==> src/rtl/uart_tx_if.sv <==
// rtl/uart_tx_if.sv - byte handshake between the host/FIFO side and uart_tx
interface uart_tx_if;
    logic       valid_i;
    logic       ready_o;
    logic [7:0] data_i;

    modport master (
        output valid_i,
        output data_i,
        input  ready_o
    );

    modport slave (
        input  valid_i,
        input  data_i,
        output ready_o
    );
endinterface

==> src/rtl/uart_tx.sv <==
// rtl/uart_tx.sv - 8N1/8N2 UART transmitter, one frame in flight, flop-driven line
// Optional even/odd parity bit after the data bits when UART_TX_PARITY_EN is defined.
module uart_tx #(
    parameter int CLK_HZ    = 100_000_000,
    parameter int BIT_RATE  = 9600,
    parameter int STOP_BITS = 1
`ifdef UART_TX_PARITY_EN
    ,
    parameter bit PARITY_ODD = 1'b0
`endif
) (
    input  logic      clk_i,
    input  logic      nreset_i,
    uart_tx_if.slave  bus,
    output logic      tx_o,
    output logic      busy_o
);

    localparam int                CLKS_PER_BIT = CLK_HZ / BIT_RATE;
    localparam int                BAUD_W       = $clog2(CLKS_PER_BIT);
    localparam logic [BAUD_W-1:0] BAUD_LAST    = BAUD_W'(CLKS_PER_BIT - 1);
    localparam logic [2:0]        STOP_LAST    = 3'(STOP_BITS - 1);

`ifdef UART_TX_PARITY_EN
    typedef enum logic [2:0] {
        S_IDLE   = 3'd0,
        S_START  = 3'd1,
        S_DATA   = 3'd2,
        S_PARITY = 3'd3,
        S_STOP   = 3'd4
    } state_t;
`else
    typedef enum logic [1:0] {
        S_IDLE  = 2'd0,
        S_START = 2'd1,
        S_DATA  = 2'd2,
        S_STOP  = 2'd3
    } state_t;
`endif

    state_t            r_state;
    state_t            w_state;
    logic [BAUD_W-1:0] r_baud;
    logic [BAUD_W-1:0] w_baud;
    logic [2:0]        r_bit_cnt;
    logic [2:0]        w_bit_cnt;
    logic [7:0]        r_shift;
    logic [7:0]        w_shift;
    logic              r_tx;
    logic              w_tx;
    logic              w_ready;
    logic              w_bit_end;
`ifdef UART_TX_PARITY_EN
    logic              r_parity;
    logic              w_parity;
`endif

    assign w_ready     = nreset_i && (r_state == S_IDLE);
    assign w_bit_end   = (r_baud == BAUD_LAST);
    assign bus.ready_o = w_ready;
    assign tx_o        = r_tx;
    assign busy_o      = (r_state != S_IDLE);

    // The line value is computed for the state being entered, so it is registered on the same edge.
    always_comb begin
        w_state   = r_state;
        w_baud    = r_baud;
        w_bit_cnt = r_bit_cnt;
        w_shift   = r_shift;
        w_tx      = r_tx;
`ifdef UART_TX_PARITY_EN
        w_parity  = r_parity;
`endif
        case (r_state)
            S_IDLE: begin
                w_tx      = 1'b1;
                w_baud    = '0;
                w_bit_cnt = '0;
                if (bus.valid_i && w_ready) begin
                    w_state = S_START;
                    w_shift = bus.data_i;
                    w_tx    = 1'b0;
`ifdef UART_TX_PARITY_EN
                    w_parity = (^bus.data_i) ^ PARITY_ODD;
`endif
                end
            end
            S_START: begin
                if (w_bit_end) begin
                    w_baud  = '0;
                    w_state = S_DATA;
                    w_tx    = r_shift[0];
                end else begin
                    w_baud = r_baud + 1'b1;
                end
            end
            S_DATA: begin
                if (w_bit_end) begin
                    w_baud = '0;
                    if (r_bit_cnt == 3'd7) begin
                        w_bit_cnt = '0;
`ifdef UART_TX_PARITY_EN
                        w_state = S_PARITY;
                        w_tx    = r_parity;
`else
                        w_state = S_STOP;
                        w_tx    = 1'b1;
`endif
                    end else begin
                        w_bit_cnt = r_bit_cnt + 1'b1;
                        w_shift   = {1'b0, r_shift[7:1]};
                        w_tx      = r_shift[1];
                    end
                end else begin
                    w_baud = r_baud + 1'b1;
                end
            end
`ifdef UART_TX_PARITY_EN
            S_PARITY: begin
                if (w_bit_end) begin
                    w_baud  = '0;
                    w_state = S_STOP;
                    w_tx    = 1'b1;
                end else begin
                    w_baud = r_baud + 1'b1;
                end
            end
`endif
            S_STOP: begin
                w_tx = 1'b1;
                // Bit counter is reused to count stop bits.
                if (w_bit_end) begin
                    w_baud = '0;
                    if (r_bit_cnt == STOP_LAST) begin
                        w_bit_cnt = '0;
                        w_state   = S_IDLE;
                    end else begin
                        w_bit_cnt = r_bit_cnt + 1'b1;
                    end
                end else begin
                    w_baud = r_baud + 1'b1;
                end
            end
            default: begin
                w_state   = S_IDLE;
                w_baud    = '0;
                w_bit_cnt = '0;
                w_tx      = 1'b1;
            end
        endcase
    end

    always_ff @(posedge clk_i or negedge nreset_i) begin
        if (!nreset_i) begin
            r_state   <= S_IDLE;
            r_baud    <= '0;
            r_bit_cnt <= '0;
            r_shift   <= '0;
            r_tx      <= 1'b1;
`ifdef UART_TX_PARITY_EN
            r_parity  <= 1'b0;
`endif
        end else begin
            r_state   <= w_state;
            r_baud    <= w_baud;
            r_bit_cnt <= w_bit_cnt;
            r_shift   <= w_shift;
            r_tx      <= w_tx;
`ifdef UART_TX_PARITY_EN
            r_parity  <= w_parity;
`endif
        end
    end

endmodule

==> src/flat_wrapper.sv <==
// flat-port wrapper written by rule: the top's interface ports become plain ports
module uart_tx_flat 
#(
    parameter int CLK_HZ    = 100_000_000,
    parameter int BIT_RATE  = 9600,
    parameter int STOP_BITS = 1

)
  (clk_i, nreset_i, tx_o, busy_o, bus_valid_i, bus_data_i, bus_ready_o);
  uart_tx_if bus_i ();
  input  logic clk_i;
  input  logic nreset_i;
  output logic tx_o;
  output logic busy_o;
  input wire logic [$bits(bus_i.valid_i)-1:0] bus_valid_i;
  input wire logic [$bits(bus_i.data_i)-1:0] bus_data_i;
  output wire logic [$bits(bus_i.ready_o)-1:0] bus_ready_o;
  assign bus_i.valid_i = bus_valid_i;
  assign bus_i.data_i = bus_data_i;
  assign bus_ready_o = bus_i.ready_o;
  uart_tx #(.CLK_HZ(CLK_HZ), .BIT_RATE(BIT_RATE), .STOP_BITS(STOP_BITS)) u_core (.clk_i(clk_i), .nreset_i(nreset_i), .bus(bus_i), .tx_o(tx_o), .busy_o(busy_o));
endmodule
==> config.mk <==
export PLATFORM = sky130hd
export DESIGN_NAME = uart_tx_flat
export DESIGN_NICKNAME = d
export VERILOG_FILES = /design/src/rtl/uart_tx_if.sv /design/src/rtl/uart_tx.sv /design/src/flat_wrapper.sv
export SDC_FILE = /design/constraint.sdc
export NUM_CORES = 1
export LEC_CHECK = 0
export CAP_MARGIN = 15
export CORE_AREA = 5 5 62 64
export DETAILED_ROUTE_END_ITERATION = 8
export DIE_AREA = 0 0 67 69
export PLACE_DENSITY_LB_ADDON = 0.12
export SLEW_MARGIN = 20
export SYNTH_ARGS = -nofsm -noshare
export SYNTH_HDL_FRONTEND = slang
export SYNTH_SLANG_ARGS = --single-unit
==> constraint.sdc <==
create_clock -name clk_i -period 4.4 [get_ports clk_i]
set_clock_uncertainty 0.1 [all_clocks]
set_input_delay 0.88 -clock clk_i [delete_from_list [all_inputs] [get_ports clk_i]]
set_output_delay 0.88 -clock clk_i [all_outputs]
set_load 0.05 [all_outputs]
==> results.py <==
metrics = {
    "cts": {
        "cts.hold.buffers_added": 0,
        "cts_num_sinks": 28,
        "numCtsBuffers": 3,
        "cts_setup_buffers": 0,
        "cts_tree": "yes",
        "cts-htree-levels": 1,
        "cts.reportedPaths.clkPinSlew_ps": 150,
        "clockBufferDepth": 2,
        "clk_latency_ps": 330,
        "clockRootBuffer": "clkbuf_4",
        "cts-resized-gates": 0,
    },
    "routing": {
        "via_per_inst": 5.533,
        "drc": 0,
        "dr.first_iter.drc_count": 56,
        "post_drt_wl_per_cell_um": 13.68,
        "via_count": 1267,
        "antenna_left": 0,
        "first_pass_iters": 4,
        "wl_um": 3132,
    },
    "timing": {
        "timing.setup.tns_ps": 0,
        "slew_violations": 0,
        "layout_min_cycle_time_ps": 3087,
        "fin_crit_sh_pct": 70.15,
        "rsz0062_at_grt": "no",
        "setup_ws_ps": 1313,
        "hold_viol_final": 0,
        "max-slew-margin-rel_pct": 27.03,
        "setup_viol": 0,
        "tightest_slew_ps": 1086,
        "fmax_mhz": 324.0,
    },
    "grt": {
        "grt_usage_pct": 15.23,
        "gr-total-overflow": 0,
        "grt_max_degree": 32,
        "grt_pass1_vias": 1322,
        "antenna_found_initial": 0,
        "grt_pass1_wl_um": 5664,
    },
    "synthesis": {
        "synth-seq-cells": 28,
        "avgSynthCellArea_um2": 9.736,
        "synth_fp_nets": 189,
        "yosysWarnings": 0,
        "yosysSeqAreaShare_pct": 42.66,
        "syn_area_um2": 1645,
        "syn_inst": 169,
        "ys_types": 43,
    },
    "die": {
        "fp.dieW_um": 67,
        "die_area_um2": 4623,
        "initial_utilization_pct": 50.91,
        "die_h_um": 69,
        "ioPinCount": 14,
        "fp.coreArea_um2": 3232,
        "rows": 21,
    },
    "place": {
        "detailedPlace.worstSlack_ps": 1344,
        "portBuffers": 13,
        "globalplace.congestion": 0.7816,
        "dpl.hpwl_um": 2305,
    },
    "pwr": {
        "power-per-cell-area_nw_per_um2": 238.5,
        "power_frac_comb_pct": 3.4,
        "p_switching_w": 0.00008491,
        "power_frac_seq_pct": 58.2,
        "p_leak_nw": 0.7963,
        "p_sw_share_pct": 19.13,
        "peakVddDrop_mv": 0.1340,
        "intPower_w": 0.0003588,
        "power_frac_clock_pct": 38.4,
    },
    "cells_and_area": {
        "fin_util_pct": 57.57,
        "final_common_cell": "dfrtp_1",
        "layout_common_cells": "27 x dfrtp_1, 19 x nand2_1, 18 x nor2_1",
        "syn_to_final_growth_pct": 13.08,
        "fillers": 295,
        "diodes": 0,
        "drive_above_1_share_pct": 9.836,
        "nNetsFinal": 204,
    },
    "setup_path": {
        "path_class": "reg2out",
        "cp.arrival_ps": 2110,
        "crit_fanout": 7,
        "critPathCaptureType": "output port",
        "required_ps": 3420,
        "cp-start-kind": "flip-flop",
    },
    "outcome": {
        "status": "finished, final reports clean",
    },
    "job": {
        "cap_violations": 0,
    },
    "worst_hold_path": {
        "hold_class": "reg2reg",
    },
}
==> worst max-delay path, stage by stage, from the launching register on <==
cell and delay, ps:
dfrtp_1 500, inv_1 120, ha_1 240, inv_1 100, clkdlybuf4s50_1 810
==> synthesized netlist by cell type (all sizes together) <==
master	instances	share of area [%]
nand2b	1	0.38
mux2	3	2.3
inv	8	1.8
a211o	1	0.53
a22oi	1	0.76
nor4	2	1.1
a21boi	1	0.46
a31oi	1	0.38
xnor2	5	2.7
ha	9	6.8
o21ai	5	1.5
or4bb	1	0.68
and3	1	0.38
mux2i	2	1.2
or4	2	0.91
dfrtp	27	41
nand2	19	4.3
nor2b	1	0.38
a21o	1	0.91
a22o	1	0.53
nor2	18	4.1
or2	2	0.76
nand3	11	3.7
and2	2	0.76
clkbuf	2	0.46
xor2	6	3.2
a211oi	2	0.91
a21oi	4	1.2
nand4	12	4.6
buf	3	2.4
and4	2	1.1
nor3	4	1.2
o31ai	1	0.46
a2bb2oi	7	4.5
dfstp	1	1.6
==> power by group through the flow <==
stage | clock (W) | sequential (W) | combinational, W
after global placement | 0 | 0.000263 | 0.0000154
after CTS | 0.000175 | 0.000258 | 0.0000157
after global routing | 0.000190 | 0.000258 | 0.0000169
after floorplan | 0 | 0.000263 | 0.000000479
final | 0.000170 | 0.000258 | 0.0000153
after detailed placement | 0 | 0.000263 | 0.0000155
==> stage by stage <==
stage               power [W]  cell area (um2)  hold slack (ps)  std cells
finish              0.0004437             1861            398.1        229
floorplan           0.0002634             1645            349.9        169
CTS                 0.0004487             1861            402.5        229
global placement    0.0002784             1808            367.7        225
global route        0.0004655             1861            436.4        229
detailed placement  0.0002785             1808            377.7        225
==> registers in the layout (all words and copies together) (netlist names) <==
| signal | cells |
|---|---|
| u_core.r_baud | 14 |
| u_core.r_bit_cnt | 3 |
| u_core.r_shift | 8 |
| u_core.r_state | 2 |
| u_core.tx_o | 1 |
==> area by class of cell <==
| class | instances | area, um2 | share of cell area [%] |
|---|---|---|---|
| Clock inverter | 1 | 30.03 | 1.614 |
| Tap cell | 46 | 57.56 | 3.093 |
| Sequential cell | 28 | 701.9 | 37.73 |
| Inverter | 8 | 30.03 | 1.614 |
| Timing Repair Buffer | 15 | 142.6 | 7.666 |
| Clock buffer | 3 | 22.52 | 1.210 |
| Multi-Input combinational cell | 128 | 875.8 | 47.07 |
==> final timing paths <==
kind / start / to / slack (ps) / cells past startpoint
min in group asynchronous: nreset_i / u_core.r_state[0] / 800 / 2
setup / recovery: u_core.r_state[1] / busy_o / 1310 / 4
hold reg to reg: u_core.r_baud[0] / u_core.r_baud[0] / 400 / 1
hold / removal: u_core.r_baud[0] / u_core.r_baud[0] / 400 / 1
max in group asynchronous: nreset_i / u_core.tx_o / 3090 / 2
setup reg to reg: u_core.r_baud[9] / u_core.r_state[1] / 1630 / 4
==> logic make-up (layout without fill, tap and decap cells) <==
| logic type | count (synthesis) | in the layout | share of synthesized area, % |
|---|---|---|---|
| AND/OR/NAND/NOR | 78 | 78 | 24.33 |
| flip-flops | 28 | 28 | 42.66 |
| AO/OA/AOI/OAI | 25 | 25 | 12.17 |
| buffers and inverters | 13 | 27 | 4.639 |
| XOR/XNOR | 11 | 11 | 5.855 |
| adder cells (fa/ha/maj) | 9 | 9 | 6.844 |
| multiplexers | 5 | 5 | 3.498 |
==> per-layer routing <==
layer	vias to the layer above	GRT usage (%)	wire length, um
met5	-	0	0
met1	607	19.57	1477
met3	5	2.435	95
li1	637	-	-
met2	18	24.89	1509
met4	0	6.306	50
Power figures use the tool's default switching activity.
